### src/rtl/pulse_code_pkg.sv
// Shared definitions for the pulse-code sequencer: state encoding and
// default widths used by the top level and its chip timer.
package pulse_code_pkg;

  localparam int CODE_MAX_DEF = 32;
  localparam int CHIP_W_DEF   = 16;
  localparam int REP_W_DEF    = 16;

  typedef enum logic [1:0] {
    IDLE      = 2'd0,
    RUN_CODE  = 2'd1,
    RUN_BLANK = 2'd2
  } state_t;

endpackage

### src/rtl/chip_timer.sv
// Loadable down-counter timing one chip; last is high on the final
// cycle of the chip (count zero).
module chip_timer #(
  parameter int W = 16
) (
  input  logic         clk,
  input  logic         rst,
  input  logic         clr,
  input  logic         load,
  input  logic [W-1:0] load_val,
  output logic         last
);

  logic [W-1:0] cnt_q;

  // load_val is never zero here: a zero chip length is refused at START.
  always_ff @(posedge clk) begin
    if (rst || clr) begin
      cnt_q <= '0;
    end else if (load) begin
      cnt_q <= load_val - W'(1);
    end else if (cnt_q != '0) begin
      cnt_q <= cnt_q - W'(1);
    end
  end

  assign last = (cnt_q == '0);

endmodule

### src/rtl/pulse_code_seq.sv
// Coded pulse-train sequencer: emits REP_NUM periods of phase-coded chips
// followed by blank chips, with optional complementary code alternation.
module pulse_code_seq
  import pulse_code_pkg::*;
#(
  parameter int CODE_MAX = CODE_MAX_DEF,
  parameter int CHIP_W   = CHIP_W_DEF,
  parameter int REP_W    = REP_W_DEF
) (
  input  logic                CLOCK_10M,
  input  logic                RESET,
  input  logic                START,
  input  logic                ABORT,
  input  logic [CODE_MAX-1:0] CODE_A,
  input  logic [CODE_MAX-1:0] CODE_B,
  input  logic                ALT_EN,
  input  logic [7:0]          CODE_NUM,
  input  logic [15:0]         PULSE_NUM,
  input  logic [REP_W-1:0]    REP_NUM,
  input  logic [CHIP_W-1:0]   CHIP_LEN,
  output logic                MA,
  output logic                MP,
  output logic                PRF_TICK,
  output logic                BUSY,
  output logic                GEN_OVER,
  output logic                CFG_ERR,
  output logic [REP_W-1:0]    PULSE_IDX,
  output state_t              STATE_DBG
);

  localparam int IDX_W = (CODE_MAX > 1) ? $clog2(CODE_MAX) : 1;

  state_t              state_q, state_d;
  logic [CODE_MAX-1:0] code_a_q, code_b_q;
  logic                alt_q;
  logic [15:0]         code_len_q, period_q;
  logic [REP_W-1:0]    rep_q;
  logic [CHIP_W-1:0]   chip_len_q;
  logic [15:0]         chip_idx_q, chip_idx_d, chip_nxt;
  logic [REP_W-1:0]    pulse_idx_q, pulse_idx_d;

  logic [15:0]         code_len_in, period_in;
  logic                start_req, cfg_ok, accept, reject, running;
  logic                chip_last, period_end, train_end, timer_load;

  logic [CODE_MAX-1:0] code_a_e, code_b_e, code_sel;
  logic                alt_e;
  logic                ma_d, mp_d, prf_d, busy_d, cfg_err_d;

  assign code_len_in = ({8'd0, CODE_NUM} > 16'(CODE_MAX)) ? 16'(CODE_MAX) : {8'd0, CODE_NUM};
  assign period_in   = (PULSE_NUM > code_len_in) ? PULSE_NUM : code_len_in;

  assign start_req = (state_q == IDLE) && START && !ABORT;
  assign cfg_ok    = (CHIP_LEN != '0) && (REP_NUM != '0) && (period_in != '0);
  assign accept    = start_req && cfg_ok;
  assign reject    = start_req && !cfg_ok;
  assign running   = (state_q != IDLE);

  assign chip_nxt   = chip_idx_q + 16'd1;
  assign period_end = running && chip_last && (chip_idx_q == period_q - 16'd1);
  assign train_end  = period_end && (pulse_idx_q == rep_q - REP_W'(1));

  // Reload the timer at train start and at every chip boundary except the last.
  assign timer_load = accept || (running && !ABORT && chip_last && !train_end);

  chip_timer #(.W(CHIP_W)) u_chip_timer (
    .clk      (CLOCK_10M),
    .rst      (RESET),
    .clr      (ABORT),
    .load     (timer_load),
    .load_val (accept ? CHIP_LEN : chip_len_q),
    .last     (chip_last)
  );

  always_ff @(posedge CLOCK_10M) begin
    if (RESET) begin
      state_q <= IDLE;
    end else begin
      state_q <= state_d;
    end
  end

  always_comb begin
    state_d     = state_q;
    chip_idx_d  = chip_idx_q;
    pulse_idx_d = pulse_idx_q;
    if (accept) begin
      state_d     = (code_len_in == 16'd0) ? RUN_BLANK : RUN_CODE;
      chip_idx_d  = 16'd0;
      pulse_idx_d = '0;
    end else if (running) begin
      if (ABORT) begin
        state_d = IDLE;
      end else if (chip_last) begin
        if (train_end) begin
          state_d = IDLE;
        end else if (period_end) begin
          state_d     = (code_len_q == 16'd0) ? RUN_BLANK : RUN_CODE;
          chip_idx_d  = 16'd0;
          pulse_idx_d = pulse_idx_q + REP_W'(1);
        end else begin
          state_d    = (chip_nxt < code_len_q) ? RUN_CODE : RUN_BLANK;
          chip_idx_d = chip_nxt;
        end
      end
    end
  end

  // Outputs are computed for the upcoming cycle, so the first chip of a
  // freshly accepted train uses the live inputs rather than the latch.
  always_comb begin
    code_a_e  = accept ? CODE_A : code_a_q;
    code_b_e  = accept ? CODE_B : code_b_q;
    alt_e     = accept ? ALT_EN : alt_q;
    code_sel  = (alt_e && pulse_idx_d[0]) ? code_b_e : code_a_e;
    ma_d      = (state_d == RUN_CODE);
    mp_d      = ma_d && code_sel[chip_idx_d[IDX_W-1:0]];
    prf_d     = accept || (running && !ABORT && period_end && !train_end);
    busy_d    = (state_d != IDLE);
    cfg_err_d = reject;
  end

  always_ff @(posedge CLOCK_10M) begin
    if (RESET) begin
      code_a_q    <= '0;
      code_b_q    <= '0;
      alt_q       <= 1'b0;
      code_len_q  <= 16'd0;
      period_q    <= 16'd0;
      rep_q       <= '0;
      chip_len_q  <= '0;
      chip_idx_q  <= 16'd0;
      pulse_idx_q <= '0;
      MA          <= 1'b0;
      MP          <= 1'b0;
      PRF_TICK    <= 1'b0;
      BUSY        <= 1'b0;
      GEN_OVER    <= 1'b1;
      CFG_ERR     <= 1'b0;
    end else begin
      if (accept) begin
        code_a_q   <= CODE_A;
        code_b_q   <= CODE_B;
        alt_q      <= ALT_EN;
        code_len_q <= code_len_in;
        period_q   <= period_in;
        rep_q      <= REP_NUM;
        chip_len_q <= CHIP_LEN;
      end
      chip_idx_q  <= chip_idx_d;
      pulse_idx_q <= pulse_idx_d;
      MA          <= ma_d;
      MP          <= mp_d;
      PRF_TICK    <= prf_d;
      BUSY        <= busy_d;
      GEN_OVER    <= !busy_d;
      CFG_ERR     <= cfg_err_d;
    end
  end

  assign PULSE_IDX = pulse_idx_q;
  assign STATE_DBG = state_q;

endmodule

### config.mk
export PLATFORM = sky130hd
export DESIGN_NAME = pulse_code_seq
export DESIGN_NICKNAME = d
export VERILOG_FILES = /design/src/rtl/pulse_code_pkg.sv /design/src/rtl/chip_timer.sv /design/src/rtl/pulse_code_seq.sv
export SDC_FILE = /design/constraint.sdc
export NUM_CORES = 1
export LEC_CHECK = 0
export BUFFER_PORTS_ARGS = -buffer_cell sky130_fd_sc_hd__buf_2
export CELL_PAD_IN_SITES_DETAIL_PLACEMENT = 1
export CELL_PAD_IN_SITES_GLOBAL_PLACEMENT = 2
export CORE_MARGIN = 2
export CORE_UTILIZATION = 33
export DETAILED_ROUTE_END_ITERATION = 16
export PLACE_DENSITY_LB_ADDON = 0.1
export SLEW_MARGIN = 20
export SYNTH_ARGS = -nofsm -noshare
export SYNTH_HDL_FRONTEND = slang
export SYNTH_SLANG_ARGS = --single-unit
export TNS_END_PERCENT = 5
### constraint.sdc
create_clock -name CLOCK_10M -period 7.8 [get_ports CLOCK_10M]
set_input_delay 1.56 -clock CLOCK_10M [delete_from_list [all_inputs] [get_ports CLOCK_10M]]
set_output_delay 1.56 -clock CLOCK_10M [all_outputs]
set_load 0.02 [all_outputs]
# Word-level counts from Yosys, hierarchy flattened
# Index checks and enable logic that the tools add are counted.
# word_totals
n_memories	0
in_bits	125
regBits	185
out_inout_bits	24
elab_cells	103
romBits	0
mem_bits_rw	0
latch_bits	0
# op_classes
n_bitwise	2
reduce_logical	37
add_sub_neg	6
eq_ne	3
muxes	32
div_mod_pow	0
shift	0
n_mul	0
magnitude_cmp	4
# ops
cell	n
32-bit 2-to-1 mux	3
16-bit 2-to-1 mux	5
16-bit nonzero test	4
16-bit by 1-bit subtractor with 16-bit output (second input constant)	4
16-bit logical NOT	3
16-bit by 1-bit adder with 16-bit output (second input constant)	2
16-bit == test	2
5-bit 2-to-1 mux	5
2-bit 2-to-1 mux	9
16-bit by 8-bit > comparator with 1-bit output	1
1-bit logical AND	16
16-bit < comparator	1
8-bit by 6-bit > comparator with 1-bit output (second input constant)	1
1-bit 2-to-1 mux	8
8-bit 2-to-1 mux	1
5-bit by 6-bit < comparator with 1-bit output (second input constant)	1
2-bit nonzero test	3
1-bit binary-select mux with 5-bit select	1
5-bit AND reduction	1
1-bit logical NOT	4
4-bit AND reduction	1
1-bit logical OR	3
2-bit by 1-bit == test with 1-bit output (second input constant)	1
2-bit logical NOT	1
2 further kinds	3

# Longest topological paths before layout
# Gate-level depths: netlist (run 1).
# logic_depth
depth_word	14
depth_mapped	24
depth_no_buf	19

# Cells and area by module
# Synthesis (run 1) repeated with hierarchy kept, for this count alone.
# hier_totals
hier_cells	1314
area_unflattened_um2	10060.9
# modules_own_cells
mod	instances	seq_area_each_um2	cells_each	area_each_um2
pulse_code_seq	1	3223.1	1182	8918.6
chip_timer	1	320.3	132	1142.3

# Worst setup path before layout (run 1)
# OpenSTA, ideal clock, no wires.
# synth_path
path_kind	input to register
from	in CODE_NUM[7]
to	reg u_chip_timer.cnt_q[6]
t_arrival_ns	6.085
path_stages	22
n_path_buf	5
setup_slack_ns	1.585
setup_time_ns	0.130
required_time_ns	7.670
path_cell_list	nor3_1 > clkbuf_1 > nand2_1 > ha_1 > nor2b_1 > o211ai_1 > a21oi_1 > o21a_1 > a211oi_1 > clkbuf_1 > clkbuf_1 > clkbuf_1 > clkbuf_1 > nand2_1 > nand2_1 > a21oi_1 > ha_1 > o21ai_1 > nor3_1 > mux2_1 > a21oi_1 > nor3_1
# synth_between
elab_chain_len	10
word_cells_on_any_way	12
cone_classes	1 x add/sub; 2 x order compare; 4 x mux; 5 x reduce/logical
# synth_rtl
item	line_no	rtl
start, declared	pulse_code_seq.sv:17	input logic [7:0] CODE_NUM,
8-bit by 6-bit > comparator with 1-bit output	pulse_code_seq.sv:50	assign code_len_in = ({8'd0, CODE_NUM} > 16'(CODE_MAX)) ? 16'(CODE_MAX) : {8'd0, CODE_NUM};
8-bit 2-to-1 mux *	pulse_code_seq.sv:50	
16-bit by 8-bit > comparator with 1-bit output	pulse_code_seq.sv:51	assign period_in = (PULSE_NUM > code_len_in) ? PULSE_NUM : code_len_in;
16-bit 2-to-1 mux *	pulse_code_seq.sv:51	
16-bit nonzero test *	pulse_code_seq.sv:54	assign cfg_ok = (CHIP_LEN != '0) && (REP_NUM != '0) && (period_in != '0);
1-bit logical AND *	pulse_code_seq.sv:54	
1-bit logical AND *	pulse_code_seq.sv:55	assign accept = start_req && cfg_ok;
16-bit 2-to-1 mux	--	
16-bit by 1-bit subtractor with 16-bit output	chip_timer.sv:21	cnt_q <= load_val - W'(1);
16-bit 2-to-1 mux	chip_timer.sv:20	end else if (load) begin
end signal, assigned	chip_timer.sv:21	
end signal, assigned	chip_timer.sv:23	cnt_q <= cnt_q - W'(1);
end, declared	chip_timer.sv:14	logic [W-1:0] cnt_q;
# Every way passes the cells marked *; elsewhere a longest branch is shown, timed or not.
# A chain may end at the register's enable or synchronous reset.

# Worst setup path in the final report (run 1)
# layout_path
from	in CODE_NUM[7]
to	reg MP
# layout_between
elab_chain_len	13
word_cells_on_any_way	21
cone_classes	2 x order compare; 1 x eq/ne; 12 x mux; 6 x reduce/logical
# layout_rtl
item	line_no	rtl
8-bit by 6-bit > comparator with 1-bit output	pulse_code_seq.sv:50	
8-bit 2-to-1 mux *	pulse_code_seq.sv:50	
16-bit by 8-bit > comparator with 1-bit output	pulse_code_seq.sv:51	
16-bit 2-to-1 mux	pulse_code_seq.sv:51	
16-bit nonzero test	pulse_code_seq.sv:54	
1-bit logical AND	pulse_code_seq.sv:54	
1-bit logical AND	pulse_code_seq.sv:55	
1-bit 2-to-1 mux, on equally long branches	--	
1-bit logical AND	pulse_code_seq.sv:115	code_sel = (alt_e && pulse_idx_d[0]) ? code_b_e : code_a_e;
32-bit 2-to-1 mux	pulse_code_seq.sv:115	
1-bit binary-select mux with 5-bit select	pulse_code_seq.sv:117	mp_d = ma_d && code_sel[chip_idx_d[IDX_W-1:0]];
1-bit 2-to-1 mux (implied by the code)	pulse_code_seq.sv:117	
1-bit logical AND *	pulse_code_seq.sv:117	
end signal, assigned	pulse_code_seq.sv:153	MP <= mp_d;
end, declared	pulse_code_seq.sv:22	output logic MP,
# Every way passes the cells marked *; elsewhere a longest branch is shown, timed or not. The select of a mux whose other input is x is not followed.

==> summary.txt, run 1 <==
status: finished, final reports clean
hold bufs inserted after CTS: 0
# port buffers: 148
# setup viols final: 0
Sink Count: 177
die width: 176.2 µm
synthesized cell area: 0.009782 mm²
GR Overflow Total: 0
final-layout fill cell count: 3721
drt total wl: 32250 µm
hpwl dp: 24040 µm
Synthesis Warnings: 0
Final Cycle Share: 0.7732
HP Start: code_a_q[2]
Worst-Margin Slew: 1054 ps
GRT Total Usage: 0.2128
Final Instance Area: 0.01140 mm²
top cells by area, synth: dfxtp_1 36%, nand2_1 12%, a21oi_1 8.7%
Crit path arrival time: 6410 ps
Setup crit end kind: flop
Peak VDD IR: 0.1640 mV
Placement Rows: 63
Synth Area in XOR/XNOR: 0.06255
Mapped Cells: 1315
multi-input logic area: 0.005846 mm²
layout cells sized above 1: 0.1589
first-pass GRT wire length: 52650 µm
Relative slew margins: 0.2907
ANT nets after route: 0
sequential share of the synthesized area: 0.3622
post-CTS sizing: 0
EDFF count, synth: 0
sequential standard cell area: 0.003543 mm²
vias in the first global route: 9791
setup ws final: 1769 ps
commonest non-fill, non-tap cells in the layout: 305 x nand2_1, 177 x dfxtp_1, 170 x a21oi_1
most common cell after layout, fill and taps aside: nand2_1
# IOs: 149
area share of and/or/nand/nor cells after synthesis: 0.2879
clock root buffer: clkbuf_16
first-iteration detailed-routing DRC count: 409
Slew Limit Fails: 0
Synth Area in Adders: 0.02558
Worst Skew: 19.58 ps
share of the synthesized area in the top cell type: 0.3622
RD Place Congestion: 0.8107
Worst-Skew Late Latency: 450 ps
final net count: 1561
leakage: 4.277 nW
setup bufs post-CTS: 0
share of synthesized area spent on multiplexers: 0.02661
largest area contributor in the netlist: dfxtp_1
reg2reg start: period_q[0]
H-tree levels: 4
Layout Area Growth over Synthesis: 16.54%
CTS buffer count: 17
Tmin final: 6031 ps
Max Cap Viol: 0
Synth Area per Inst: 7.439 µm²
routed len/inst: 17.72 µm
Initial Util: 0.3327
HP Class: reg -> reg
core area: 0.02940 mm²
Final TNS setup: 0 ps
die height: 176.2 µm
Synth cell types: 76
crit-path max FO: 47
vias: 9549
fmax: 165.8 MHz
Synth Register Bits: 177
critical path startpoint category: primary input
Pwr per Cell Area: 217.1 mW/mm²
largest net degree at the start of global routing: 69
Area after DPL: 0.01083 mm²
pre-CTS setup slack: 1225 ps
Post-Route Utilization: 0.3877
crit path from: CODE_NUM[7]
placed cell count: 1787
clock buffer depth: 2
Detailed Routing Iterations Pass 1: 4
Async SR Flop Fraction: 0
Synth Area in Compound Gates: 0.1906
Synth Flop Type: dfxtp_1
worst path required time: 8170 ps
Vias/cell: 5.247
# DRC: 0
RSZ-0062 raised after global routing: false
post-route insts no fill: 1820
largest family of logic cells by synthesized area: simple AND/OR/NAND/NOR gates
initial antenna violation count: 1
CTS clk-pin slew, worst paths: 80 ps
critical path class: in -> reg
CTS tree: done
Die ar.: 0.03104 mm²
Final Hold Vio Count: 0
[worst paths after layout]
check	to	slack (ps)	cells past startpoint
max	MP	1770	17
min	code_a_q[2]	450	2
max reg2reg	MP	2830	11
min reg2reg	code_a_q[2]	450	2
[layout make-up]
| cell class | count | share of cell area |
|---|---|---|
| tap | 390 | 0.04281 |
| inverter | 27 | 0.008890 |
| timing repair buffer | 162 | 0.07442 |
| clock buffer | 17 | 0.03732 |
| clock inverter | 15 | 0.01273 |
| antenna | 1 | 0.0002195 |
| sequential | 177 | 0.3108 |
| multi-input combinational | 1031 | 0.5128 |
[cells in the mapped netlist (14+ instances only)]
cell type / number
nand2_1: 305
dfxtp_1: 177
a21oi_1: 170
nor2_1: 93
clkbuf_1: 67
xnor2_1: 35
nor3_1: 33
o21ai_0: 33
xor2_1: 33
inv_1: 27
nand3_1: 27
nor4_1: 24
ha_1: 20
mux2i_1: 17
nand3b_1: 15
nor2b_1: 15
nand4_1: 14
or3_1: 14
[where the power goes]
group / total [mW] / internal [mW] / switching [mW]
clock: 0.857 / 0.426 / 0.431
combinational: 0.602 / 0.228 / 0.373
sequential: 1.02 / 0.964 / 0.0518
total: 2.47 / 1.62 / 0.856
[through the flow]
stage	total power [mW]	hold slack [ps]
after floorplan	1.448	431.7
after global placement	1.634	440.9
after detailed placement	1.643	446.4
after CTS	2.504	457.7
after global routing	2.625	478.2
final	2.474	454.9
[metal layers]
| layer | GRT usage | wire length (µm) |
|---|---|---|
| met1 | 0.2770 | 15230 |
| met5 | 0 | 0 |
| met2 | 0.3667 | 15610 |
| met4 | 0.05269 | 461 |
| met3 | 0.03488 | 959 |
[flip-flops by register name, indices dropped and copies added (netlist names), 2 cells and up]
signal and cells:
code_a_q 32, code_b_q 32, rep_q 16, code_len_q 8, PULSE_IDX 16, chip_len_q 16, period_q 16, chip_idx_q 16
STATE_DBG 2, u_chip_timer.cnt_q 16
[worst max-delay path, cell delays in order]
cell and delay [ps]:
buf_2 100, nor3_2 780, nand2_1 130, ha_1 350
nand4_1 130, o21a_1 210, nor3_2 140, buf_4 220
and2_1 170, or3_4 510, o211ai_1 420, nor3b_1 920
a221oi_1 170, o211ai_1 160, o211ai_1 130, a2bb2oi_1 160
o22ai_1 110
[cell families after synthesis]
group,count (synthesis)
DFF,177
muxes,25
AOI/OAI and AO/OA,309
adders and majority gates,20
other,1
buffers and inverters,108
xor gates and xnor gates,69
and+or+nand+nor,606
Power figures use the tool's default switching activity.
==> run 2: changes to the inputs <==
==> constraint.sdc (replaced) <==
create_clock -name CLOCK_10M -period 5.64 [get_ports CLOCK_10M]
set_input_delay 1.128 -clock CLOCK_10M [delete_from_list [all_inputs] [get_ports CLOCK_10M]]
set_output_delay 1.128 -clock CLOCK_10M [all_outputs]
set_load 0.02 [all_outputs]
==> run 2 against run 1 <==
Compared with the run above: sequential power up 37%; total power up 38%; clock-buffer cell count increased by 3; global-route usage increased by 0.28 points; combinational power increased by 42%; die area is the same; clock skew fell by 4.9 ps; hold slack worse by 1.6 ps; register-to-register slack lost 2000 ps; largest power group unchanged; core utilization rose by 0.29 points.
==> summary.txt, run 2 (same netlist as run 1, synthesis figures left out) <==
status: finished, final reports clean
final-layout fill cell count: 3706 (-0.40%)
Relative slew margins: 0.3163 (+0.02565)
largest net degree at the start of global routing: 100 (+45%)
pre-CTS setup slack: 619.9 ps (-605.3 ps)
CTS tree: done
Sink Count: 177 (unchanged)
multi-input logic area: 0.005846 mm² (unchanged)
Detailed Routing Iterations Pass 1: 4 (unchanged)
critical path class: reg -> reg
setup bufs post-CTS: 0 (unchanged)
GRT Total Usage: 0.2156 (+0.002785)
hold bufs inserted after CTS: 0 (unchanged)
worst-path cell chain: inv_1 -> ha_1 -> or4b_1 -> or3_1 -> a211o_1 -> a22oi_2 -> nand4b_2 -> a311oi_4 -> xor2_2 -> and2_1 -> buf_4 -> mux2_2 -> a221o_1 -> nand4_1 -> a2bb2oi_1 -> o22ai_1
first-pass GRT wire length: 53210 µm (+1.1%)
clock buffer depth: 2 (unchanged)
Max stage delay cell, worst path: or4b_1
Pwr per Cell Area: 296.3 mW/mm² (+37%)
worst path required time: 5970 ps (-2200 ps)
CTS buffer count: 17 (unchanged)
Worst-Skew Late Latency: 440 ps (about the same)
clock root buffer: clkbuf_16
RD Place Congestion: 0.7987 (-1.5%)
crit-path max FO: 9 (-81%)
# IOs: 149 (unchanged)
Peak VDD IR: 0.2098 mV (+28%)
GR Overflow Total: 0 (unchanged)
setup ws final: 875.4 ps (-893.5 ps)
RSZ-0062 raised after global routing: false
Layout Area Growth over Synthesis: 17.41%
Placement Rows: 63 (unchanged)
Tmin final: 4765 ps
Final Hold Vio Count: 0 (unchanged)
routed len/inst: 17.74 µm (+0.12%)
vias: 9627 (+0.82%)
die height: 176.2 µm (unchanged)
critical path startpoint category: flop
Vias/cell: 5.255 (+0.16%)
Max Cap Viol: 0 (unchanged)
Largest regs: code_a_q: 32 flops, code_b_q: 32 flops
Crit path arrival time: 5090 ps (-1320 ps)
die width: 176.2 µm (unchanged)
first-iteration detailed-routing DRC count: 479 (+17%)
Worst Skew: 14.69 ps (-4.886 ps)
most common cell after layout, fill and taps aside: nand2_1
Setup crit end kind: flop
Final TNS setup: 0 ps (unchanged)
sequential standard cell area: 0.003543 mm² (unchanged)
layout cells sized above 1: 0.1650 (+0.006196)
# port buffers: 148 (unchanged)
# DRC: 0 (unchanged)
Initial Util: 0.3327 (unchanged)
hpwl dp: 24360 µm (+1.3%)
leakage: 4.324 nW (+1.1%)
commonest non-fill, non-tap cells in the layout: 305 x nand2_1, 177 x dfxtp_1, 170 x a21oi_1
core area: 0.02940 mm² (unchanged)
final net count: 1574 (+0.83%)
H-tree levels: 4 (unchanged)
fmax: 209.9 MHz
Slew Limit Fails: 0 (unchanged)
CTS clk-pin slew, worst paths: 70 ps (about the same)
Worst-Margin Slew: 1025 ps (-28.76 ps)
HP Class: reg -> reg
post-CTS sizing: 0 (unchanged)
Final Cycle Share: 0.8448
Worst path max stage delay: 520 ps (-400 ps)
vias in the first global route: 9860 (+0.70%)
number of diodes: 0 (-1)
Die ar.: 0.03104 mm² (unchanged)
initial antenna violation count: 0 (-1)
ANT nets after route: 0 (unchanged)
drt total wl: 32500 µm (+0.78%)
# setup viols final: 0 (unchanged)
Post-Route Utilization: 0.3906 (+0.002893)
## run 2: cell count changes in the layout (fill, tap and decap cells not counted), sizes merged
cell,delta
buf,+13
inv,-5
clkbuf,+3
clkinvlp,+2
diode,-1
## run 2: metal layers
metal | track usage | share of wire
met3 | 0.03531 | 0.030
met2 | 0.3698 | 0.49
met5 | 0 | 0
met1 | 0.2785 | 0.46
met4 | 0.06233 | 0.019
## run 2: report_power, final
part | leakage, nW | switching, mW | internal [mW]
clock | 0.266 | 0.560 | 0.586
combinational | 2.62 | 0.528 | 0.326
sequential | 1.44 | 0.0701 | 1.33
## run 2: area by class of cell
class                      instances  share of cell area
timing repair buffer             175             0.08345
sequential                       177              0.3085
inverter                          27            0.008824
multi-input combinational       1031              0.5090
clock inverter                    12            0.008824
tap                              390             0.04249
clock buffer                      20             0.03889
## run 2: path summary, 6_finish.rpt
check,start,endpoint,slack [ps],depth (start not counted)
worst max-delay path,period_q[0],MP,880,16
worst min-delay path,code_b_q[31],code_b_q[31],450,2
worst max register to register,period_q[0],MP,880,16
worst min register to register,code_b_q[31],code_b_q[31],450,2
## run 2: critical path: cells and delay by family, from the launching register on
kind            cells  cell delay (ps)
buf+inv             2              330
xor+xnor            1              320
mux                 1              350
simple gates        5             1550
fa+ha+maj           1              220
compound gates      6             1540
flops               1              350
## run 2: metrics by stage
stage	total power [mW]	instances	instance area, µm²	hold slack (ps)
floorplan	2.002	1316	9791	431.7
global placement	2.281	1800	10940	439.3
detailed placement	2.295	1800	10940	443.6
CTS	3.445	1832	11480	455.9
global route	3.614	1832	11480	473.9
finish	3.403	1832	11480	453.3
